$ cat src/rtl/brick_field.sv
// brick_field: brick-wall manager for the breakout playfield.
//
// Holds a ROWS x COLS brick occupancy map, answers each ball position strobe
// with a hit/no-hit decision, clears struck bricks, and presents the lowest
// non-empty row (mask + index) back to the ball controller. Also keeps the
// score and the life count, and flags level-clear / game-over.
//
// Ports:
//   clk, rst_n          clock (rising edge), asynchronous active-low reset
//   i_new_game          one-cycle start/restart request (highest priority)
//   i_ball_valid        one-cycle strobe: i_ball_x / i_ball_y hold a new position
//   i_ball_x, i_ball_y  ball column / row (row grows upward)
//   i_fall_down         level, high while the ball is lost (rising edge = life lost)
//   o_brick_x           occupancy mask of row o_brick_y
//   o_brick_y           lowest non-empty row, ROWS when the field is empty
//   o_brick_valid       o_brick_x / o_brick_y are current (PLAY only)
//   o_hit               one-cycle pulse: a brick was cleared
//   o_score             bricks cleared this game, saturating at 255
//   o_lives             remaining lives
//   o_level_clear       field empty
//   o_game_over         lives exhausted
//   o_dbg_state         current FSM state encoding
//
// Interface semantics: there is no back-pressure on the brick interface. A
// ball position is consumed on every edge where i_ball_valid is high; it only
// has an effect in PLAY. o_brick_x / o_brick_y may be used only while
// o_brick_valid is high.
module brick_field #(
  parameter int COLS      = 10,
  parameter int ROWS      = 10,
  parameter int INIT_ROWS = 3
) (
  input  logic            clk,
  input  logic            rst_n,
  input  logic            i_new_game,
  input  logic            i_ball_valid,
  input  logic [3:0]      i_ball_x,
  input  logic [3:0]      i_ball_y,
  input  logic            i_fall_down,
  output logic [COLS-1:0] o_brick_x,
  output logic [3:0]      o_brick_y,
  output logic            o_brick_valid,
  output logic            o_hit,
  output logic [7:0]      o_score,
  output logic [1:0]      o_lives,
  output logic            o_level_clear,
  output logic            o_game_over,
  output logic [2:0]      o_dbg_state
);

  typedef enum logic [2:0] {
    S_IDLE    = 3'd0,
    S_LOAD    = 3'd1,
    S_PLAY    = 3'd2,
    S_SCAN    = 3'd3,
    S_CLEARED = 3'd4,
    S_OVER    = 3'd5
  } state_t;

  localparam logic [3:0] ROWS_L    = 4'(ROWS);
  localparam logic [3:0] LAST_ROW  = 4'(ROWS - 1);
  localparam logic [3:0] FIRST_ROW = 4'(ROWS - INIT_ROWS);
  localparam logic [4:0] COLS_L    = 5'(COLS);

  state_t            r_state, w_state_nxt;
  logic [COLS-1:0]   r_field [ROWS];
  logic [3:0]        r_ptr, w_ptr_nxt;
  logic [COLS-1:0]   r_brick_x, w_brick_x_nxt;
  logic [3:0]        r_brick_y, w_brick_y_nxt;
  logic              r_brick_valid, w_brick_valid_nxt;
  logic              r_hit, w_hit_nxt;
  logic [7:0]        r_score, w_score_nxt;
  logic [1:0]        r_lives, w_lives_nxt;
  logic              r_fall_q;

  logic              w_we;
  logic [3:0]        w_widx;
  logic [COLS-1:0]   w_wdata;
  logic [COLS-1:0]   w_col_sel;
  logic [COLS-1:0]   w_hit_mask;
  logic [COLS-1:0]   w_scan_row;
  logic              w_hit_cond;
  logic              w_fall_rise;

  // One-hot column select; a column beyond the field shifts out to zero.
  assign w_col_sel  = {{(COLS-1){1'b0}}, 1'b1} << i_ball_x;
  assign w_hit_mask = r_brick_x & ~w_col_sel;
  assign w_scan_row = (r_ptr < ROWS_L) ? r_field[r_ptr] : '0;
  // The ball strikes the brick row from directly below it.
  assign w_hit_cond = i_ball_valid && ({1'b0, i_ball_x} < COLS_L) &&
                      (({1'b0, i_ball_y} + 5'd1) == {1'b0, r_brick_y}) &&
                      (|(r_brick_x & w_col_sel));
  assign w_fall_rise = i_fall_down & ~r_fall_q;

  always_comb begin
    w_state_nxt       = r_state;
    w_ptr_nxt         = r_ptr;
    w_brick_x_nxt     = r_brick_x;
    w_brick_y_nxt     = r_brick_y;
    w_brick_valid_nxt = r_brick_valid;
    w_hit_nxt         = 1'b0;
    w_score_nxt       = r_score;
    w_lives_nxt       = r_lives;
    w_we              = 1'b0;
    w_widx            = r_ptr;
    w_wdata           = '0;

    if (i_new_game) begin
      w_state_nxt       = S_LOAD;
      w_ptr_nxt         = 4'd0;
      w_score_nxt       = 8'd0;
      w_lives_nxt       = 2'd3;
      w_brick_valid_nxt = 1'b0;
      w_brick_x_nxt     = '0;
      w_brick_y_nxt     = ROWS_L;
    end else begin
      case (r_state)
        S_LOAD: begin
          // Pointer runs 0..ROWS-1 writing rows, then one extra edge to enter play.
          if (r_ptr < ROWS_L) begin
            w_we      = 1'b1;
            w_widx    = r_ptr;
            w_wdata   = (r_ptr >= FIRST_ROW) ? '1 : '0;
            w_ptr_nxt = r_ptr + 4'd1;
          end else if (INIT_ROWS > 0) begin
            w_state_nxt       = S_PLAY;
            w_brick_y_nxt     = FIRST_ROW;
            w_brick_x_nxt     = '1;
            w_brick_valid_nxt = 1'b1;
          end else begin
            w_state_nxt   = S_CLEARED;
            w_brick_y_nxt = ROWS_L;
            w_brick_x_nxt = '0;
          end
        end
        S_PLAY: begin
          if (w_hit_cond) begin
            w_we          = 1'b1;
            w_widx        = r_brick_y;
            w_wdata       = w_hit_mask;
            w_brick_x_nxt = w_hit_mask;
            w_hit_nxt     = 1'b1;
            w_score_nxt   = (r_score == 8'hFF) ? r_score : r_score + 8'd1;
            if (w_hit_mask == '0) begin
              w_brick_valid_nxt = 1'b0;
              if (r_brick_y == LAST_ROW) begin
                w_state_nxt   = S_CLEARED;
                w_brick_y_nxt = ROWS_L;
                w_brick_x_nxt = '0;
              end else begin
                w_state_nxt = S_SCAN;
                w_ptr_nxt   = r_brick_y + 4'd1;
              end
            end
          end
        end
        S_SCAN: begin
          if (w_scan_row != '0) begin
            w_state_nxt       = S_PLAY;
            w_brick_y_nxt     = r_ptr;
            w_brick_x_nxt     = w_scan_row;
            w_brick_valid_nxt = 1'b1;
          end else if (r_ptr == LAST_ROW) begin
            w_state_nxt   = S_CLEARED;
            w_brick_y_nxt = ROWS_L;
            w_brick_x_nxt = '0;
          end else begin
            w_ptr_nxt = r_ptr + 4'd1;
          end
        end
        default: ;
      endcase

      // Losing the last life overrides whatever next state the case chose.
      if (w_fall_rise &&
          (r_state == S_PLAY || r_state == S_SCAN || r_state == S_CLEARED)) begin
        if (r_lives <= 2'd1) begin
          w_state_nxt       = S_OVER;
          w_lives_nxt       = 2'd0;
          w_brick_valid_nxt = 1'b0;
        end else begin
          w_lives_nxt = r_lives - 2'd1;
        end
      end
    end
  end

  always_ff @(posedge clk or negedge rst_n) begin
    if (!rst_n) r_state <= S_IDLE;
    else        r_state <= w_state_nxt;
  end

  always_ff @(posedge clk or negedge rst_n) begin
    if (!rst_n) begin
      r_ptr         <= 4'd0;
      r_brick_x     <= '0;
      r_brick_y     <= ROWS_L;
      r_brick_valid <= 1'b0;
      r_hit         <= 1'b0;
      r_score       <= 8'd0;
      r_lives       <= 2'd3;
      r_fall_q      <= 1'b0;
    end else begin
      r_ptr         <= w_ptr_nxt;
      r_brick_x     <= w_brick_x_nxt;
      r_brick_y     <= w_brick_y_nxt;
      r_brick_valid <= w_brick_valid_nxt;
      r_hit         <= w_hit_nxt;
      r_score       <= w_score_nxt;
      r_lives       <= w_lives_nxt;
      r_fall_q      <= i_fall_down;
    end
  end

  always_ff @(posedge clk or negedge rst_n) begin
    if (!rst_n) begin
      for (int i = 0; i < ROWS; i++) r_field[i] <= '0;
    end else if (w_we) begin
      r_field[w_widx] <= w_wdata;
    end
  end

  assign o_brick_x     = r_brick_x;
  assign o_brick_y     = r_brick_y;
  assign o_brick_valid = r_brick_valid;
  assign o_hit         = r_hit;
  assign o_score       = r_score;
  assign o_lives       = r_lives;
  assign o_level_clear = (r_state == S_CLEARED);
  assign o_game_over   = (r_state == S_OVER);
  assign o_dbg_state   = r_state;

endmodule

$ cat config.mk
export PLATFORM = sky130hd
export DESIGN_NAME = brick_field
export DESIGN_NICKNAME = d
export VERILOG_FILES = /design/src/rtl/brick_field.sv
export SDC_FILE = /design/constraint.sdc
export NUM_CORES = 1
export LEC_CHECK = 0
export BUFFER_PORTS_ARGS = -buffer_cell sky130_fd_sc_hd__buf_2
export CAP_MARGIN = 40
export CORE_UTILIZATION = 40
export CTS_CLUSTER_DIAMETER = 200
export DETAILED_ROUTE_END_ITERATION = 8
export SLEW_MARGIN = 25
export SYNTH_ARGS = -nofsm -noshare
export SYNTH_HDL_FRONTEND = slang
export SYNTH_SLANG_ARGS = --single-unit
export TNS_END_PERCENT = 5
$ cat constraint.sdc
create_clock -name clk -period 6 [get_ports clk]
set_clock_uncertainty 0.1 [all_clocks]
set_input_delay 0 -clock clk [delete_from_list [all_inputs] [get_ports clk]]
set_output_delay 0 -clock clk [all_outputs]
set_load 0.01 [all_outputs]
==> results of run 1 <==
## registers in the layout, indices dropped and copies added (netlist names)
signal and cells:
r_ptr 4, o_lives 2, o_dbg_state 3, o_score 8, o_hit 1, r_fall_q 1
o_brick_y 4, r_field 100, o_brick_x 10, o_brick_valid 1
## timing repair
action | in CTS | in global routing
gates resized for setup | 0 | 0
endpoints found under the hold margin | 61 | 24
hold buffers | 2 | 1
## final cells by class
cell class	instances	area [um^2]	area share, %
multi-input combinational	453	3650	44.0
sequential	134	3360	40.4
timing repair buffer	55	372	4.47
clock inverter	11	149	1.79
inverter	6	22.5	0.271
tap	225	282	3.39
clock buffer	21	470	5.66
## logic make-up (layout without fill, tap and decap cells)
group,Yosys count,after routing
mux,163,163
xor+xnor,12,12
flops,134,134
compound gates,108,108
fa+ha+maj,3,3
simple gates,167,167
buf+inv,45,93
## cell usage after synthesis, types with 8 or more instances
cell      instances  area share (%)
a21oi_1          24             1.7
nand2b_1          9            0.78
dfrtp_1         130              45
a31oi_1          14             1.2
clkbuf_1         21             1.1
buf_2             9            0.62
mux2_2          103              16
mux2i_1          53             7.3
a311oi_1          8            0.97
nor2_1           55             2.9
o21ai_0          13            0.90
nand3_1          16             1.1
nor3_1           10            0.69
nand2_1          27             1.4
## final timing paths
path | startpoint | end | slack (ps) | depth (start not counted)
max in group asynchronous | rst_n | r_field[31]$_DFFE_PN0P_ | 4040 | 6
max | o_brick_y[2]$_DFFE_PN0P_ | r_field[3]$_DFFE_PN0P_ | 2200 | 9
max reg2reg | o_brick_y[2]$_DFFE_PN0P_ | r_field[3]$_DFFE_PN0P_ | 2200 | 9
min in group asynchronous | rst_n | r_ptr[3]$_DFFE_PN0P_ | 480 | 3
min reg2reg | r_field[78]$_DFFE_PN0P_ | r_field[78]$_DFFE_PN0P_ | 400 | 1
min | i_new_game | r_ptr[1]$_DFFE_PN0P_ | 40 | 2
## worst max-delay path, delay by kind of cell, from the launching register on
family	cells	cell delay, ps
DFF	1	710
AOI/OAI and AO/OA	3	1220
xor gates and xnor gates	1	250
and+or+nand+nor	3	730
muxes	1	410
buffers and inverters	1	240
## power by group through the flow
stage	registers, mW	clock network, mW	logic, mW
floorplan	1.06	0	0.658
global placement	1.16	0	0.772
detailed placement	1.14	0	0.833
CTS	1.12	1.11	0.839
global route	1.13	1.14	0.929
finish	1.11	1.09	0.858
## stage by stage
step | util, % | cells | setup WS, ps | hold slack, ps
final | 47.5 | 905 | 2200 | 42.3
after global routing | 47.5 | 905 | 2030 | 78.6
after CTS | 47.3 | 902 | 2210 | 23.9
after detailed placement | 43.6 | 868 | 2230 | 24.3
after global placement | 43.2 | 863 | 2050 | 20.2
after floorplan | - | 632 | 3150 | -396
## routing by layer
metal | GRT usage, % | share of wire, %
met1 | 27.8 | 47
met3 | 3.91 | 4.0
met4 | 9.26 | 2.3
met5 | 0 | 0
met2 | 33.1 | 47
==> results.toml, run 1 <==
[logic_synthesis]
yosys_most_used_dff = "dfrtp_1"
synth.net_count = 648
synthSimpleGateAreaFrac_pct = 11.7
syn-cell-area_um2 = 7230
synth_edf_count = 0
synth_top_family_by_area = "multiplexers"
synth_fa_ha_area_share_pct = 0.519
synth-seq-area-share_pct = 46.5
netlist-cell-type-count = 68
syn_inst = 632
synth_xor_area_share_pct = 1.56
synth_mux_area_share_pct = 25.6
yosys_warnings = 0
ys_ff_latch = 134
ys_async_sr_fraction_pct = 100
synth_compound_area_share_pct = 11.2
syn_avg_cell_area_um2 = 11.4

[timing]
grt_setup_unrepaired = "false"
finalSetupViolCount = 0
tns_ps = 0
post-route-min-period_ps = 3800
finalMaxSlewViolations = 0
clock.fmax_mhz = 263
worst_pin_slew_ps = 838
max_slew_margin_pct = 43.9
fin_crit_sh_pct = 63.3
hold_viol_final = 0

[power_and_ir_drop]
power_switching_share_pct = 34.1
switchingPower_mw = 1.04
p_seq_share_pct = 36.4
power.internal_mw = 2.01
p_per_area_nw_per_um2 = 368
p_leak_nw = 3.78
clkPwrFrac_pct = 35.5
ir_worst_vdd_v = 0.000238
p_total_mw = 3.06
power.share.combinational_pct = 28.1

[final_layout]
syn2layout_area_growth_pct = 15.0
drive_above_1_share_pct = 31.9
final_nets = 683
final_common_cell = "dfrtp_1"
mostFrequentLayoutCells = "dfrtp_1, mux2_2, nor2_1"
filler_cell_count = 1605
diodes = 0
design_area_um2 = 8310

[placed_design]
gp_congestion = 0.851
hpwl_mm = 12.4
placed_area_um2 = 7620
io_buffers = 43

[drt]
routed_wl_mm = 18.1
drt-pass1-iter-count = 5
drc = 0
vias = 5299
via_per_inst = 5.86
wl_per_cell_um = 20.0
drt_first_iter_violations = 456
detail-route-antenna-nets = 0

[global_route]
antenna_found_initial = 0
grt_max_degree = 65
first_global_vias = 5211
grt.overflow.total = 0
grt_use_total_pct = 20.9
grt_first_pass_wirelength_mm = 28.9

[setup_path]
cp-end-kind = "flip-flop"
crit_required_ps = 6200
critPathKind = "flip-flop to flip-flop"
cp_max_fo = 20
max_stage_delay_ps = 710
startpoint_type = "flip-flop"
cp_cell_sequence = "xor2_1, nand2_1, o21ba_2, a211oi_2, and2_1, buf_6, nor2b_1, a22o_1, mux2_2"
arrival_ps = 4000
crit_slowest_cell = "dfrtp_1"

[clock_tree]
post-cts-setup-buffer-count = 0
cts_sinks = 134
htree_num_levels = 4
cts_buffers = 17
cts_root_buf = "clkbuf_16"
clock_path_buffers = 2
cts_tree = "built"
path_clk_slew_ps = 60
clk_latency_ps = 430

[floorplan]
ios = 44
die_width_um = 136
die_h_um = 136
core_um2 = 17500
rows = 48
start_util_pct = 41.4
die_area_um2 = 18600

[run]
drv_cap = 0

[min_path]
min_path_type = "primary input to flip-flop"

[run_status]
status = "complete, no violations"
(Power assumes the default switching activity.)
==> run 2: changes to the inputs <==
==> constraint.sdc (replaced) <==
create_clock -name clk -period 3.2 [get_ports clk]
set_clock_uncertainty 0.1 [all_clocks]
set_input_delay 0 -clock clk [delete_from_list [all_inputs] [get_ports clk]]
set_output_delay 0 -clock clk [all_outputs]
set_load 0.01 [all_outputs]
==> results.toml, run 2 (same netlist as run 1, synthesis figures left out) <==
[clock_tree]
htree_num_levels = 4
clk_latency_ps = 420
cts_buffers = 17
cts_root_buf = "clkbuf_16"
clock_path_buffers = 2
cts_sinks = 134
cts_tree = "built"
path_clk_slew_ps = 60

[timing]
setup_slack_ps = 154
finalMaxSlewViolations = 0
clock.fmax_mhz = 328
hold_viol_final = 0
grt_setup_unrepaired = "false"
tns_ps = 0
max_slew_margin_pct = 39.4
timing.hold.ws_ps = 57.7
worst_pin_slew_ps = 906
post-route-min-period_ps = 3050
fin_crit_sh_pct = 95.2
finalSetupViolCount = 0

[final_layout]
final_cells = 940
filler_cell_count = 1587
final_common_cell = "dfrtp_1"
diodes = 0
regMostFlops = "r_field"
multiInputGateArea_um2 = 3650
largest_reg_flops = 100
final_nets = 719
syn2layout_area_growth_pct = 19.1
mostFrequentLayoutCells = "dfrtp_1, mux2_2, nor2_1"
design_area_um2 = 8610
seqCellArea_um2 = 3360
drive_above_1_share_pct = 35.4

[setup_path]
crit_required_ps = 3370
cp-end-kind = "flip-flop"
arrival_ps = 3220
cp_max_fo = 13
critPathKind = "flip-flop to flip-flop"
ff2ff_setup_slack_ps = 150
startpoint_type = "flip-flop"

[floorplan]
core_um2 = 17500
die_area_um2 = 18600
rows = 48
ios = 44
die_width_um = 136
start_util_pct = 41.4
die_h_um = 136

[placed_design]
place_ws_ps = 15.9
gp_congestion = 0.846
post-place-cells = 905
placed_area_um2 = 7930
hpwl_mm = 12.4
io_buffers = 43

[drt]
via_per_inst = 5.73
drt-pass1-iter-count = 5
routed_wl_mm = 18.0
drc = 0
vias = 5389
wl_per_cell_um = 19.1
drt_first_iter_violations = 311
detail-route-antenna-nets = 0

[global_route]
grt_first_pass_wirelength_mm = 28.8
first_global_vias = 5309
antenna_found_initial = 0
grt_max_degree = 73
grt_use_total_pct = 20.6
grt.overflow.total = 0

[power_and_ir_drop]
p_per_area_nw_per_um2 = 689
ir_worst_vdd_v = 0.000412
p_leak_nw = 3.97

[run_status]
status = "complete, no violations"

[run]
drv_cap = 0

[min_path]
min_path_type = "primary input to flip-flop"
[run 2: cell types whose count changed in the layout (fill, tap and decap cells not counted), moves of 2 or more]
cell | previous run | this run
clkinv_4 | 3 | 1
buf_6 | 3 | 0
buf_12 | 3 | 5
clkbuf_8 | 3 | 1
buf_4 | 3 | 40
[run 2: timing repair]
item                                    CTS  global route
endpoints found under the setup margin    1             3
hold endpoints to repair                 59             5
pin swaps                                 0             0
buffers inserted                          0             0
hold buffers                              2             1
gates cloned                              0             0
resized for setup                         1             2
[run 2: routing by layer]
metal | wire length, um | vias to the layer above | track usage [%] | share of wire [%]
met5 | 0 | - | 0 | 0
met4 | 379 | 0 | 8.33 | 2.1
met3 | 846 | 34 | 4.10 | 4.7
met2 | 8660 | 148 | 32.9 | 48
met1 | 8090 | 2725 | 27.3 | 45
li1 | - | 2482 | - | -
[run 2: worst max-delay path: stages, from the launching register on]
cell and delay, ps:
dfrtp_4 540, buf_4 300, mux2i_1 260, a221oi_1 130
a21oi_1 320, and4_1 300, nand3_2 150, o221ai_2 340
buf_4 210, mux2i_1 180, nor2_1 60
[run 2: metrics by stage]
step	power (mW)	util [%]
2_1_floorplan	3.22	-
3_3_place_gp	3.87	45.4
3_5_place_dp	3.89	45.4
4_1_cts	5.96	49.0
5_1_grt	6.21	49.3
6_report	5.94	49.3
[run 2: where the power goes]
part           total (mW)  internal [mW]  switching [mW]
Clock                2.05           1.32           0.728
Combinational        1.87          0.821            1.05
Sequential           2.01           1.83           0.182
Total                5.94           3.97            1.96
[run 2: final cells by class]
| class | count | area share [%] |
|---|---|---|
| Clock buffer | 19 | 5.14 |
| Inverter | 6 | 0.262 |
| Tap cell | 225 | 3.27 |
| Clock inverter | 12 | 2.06 |
| Multi-Input combinational cell | 453 | 42.4 |
| Timing Repair Buffer | 91 | 7.76 |
| Sequential cell | 134 | 39.1 |
[run 2: path summary, 6_finish.rpt]
kind	start	to	cells past startpoint
min in group asynchronous	rst_n	o_brick_y[0]$_DFFE_PN0P_	3
max in group asynchronous	rst_n	r_field[43]$_DFFE_PN0P_	4
min	i_new_game	o_score[5]$_DFFE_PN0P_	2
min reg2reg	r_field[54]$_DFFE_PN0P_	r_field[54]$_DFFE_PN0P_	1
max	r_ptr[0]$_DFFE_PN0P_	r_ptr[1]$_DFFE_PN0P_	10
max reg2reg	r_ptr[0]$_DFFE_PN0P_	r_ptr[1]$_DFFE_PN0P_	10
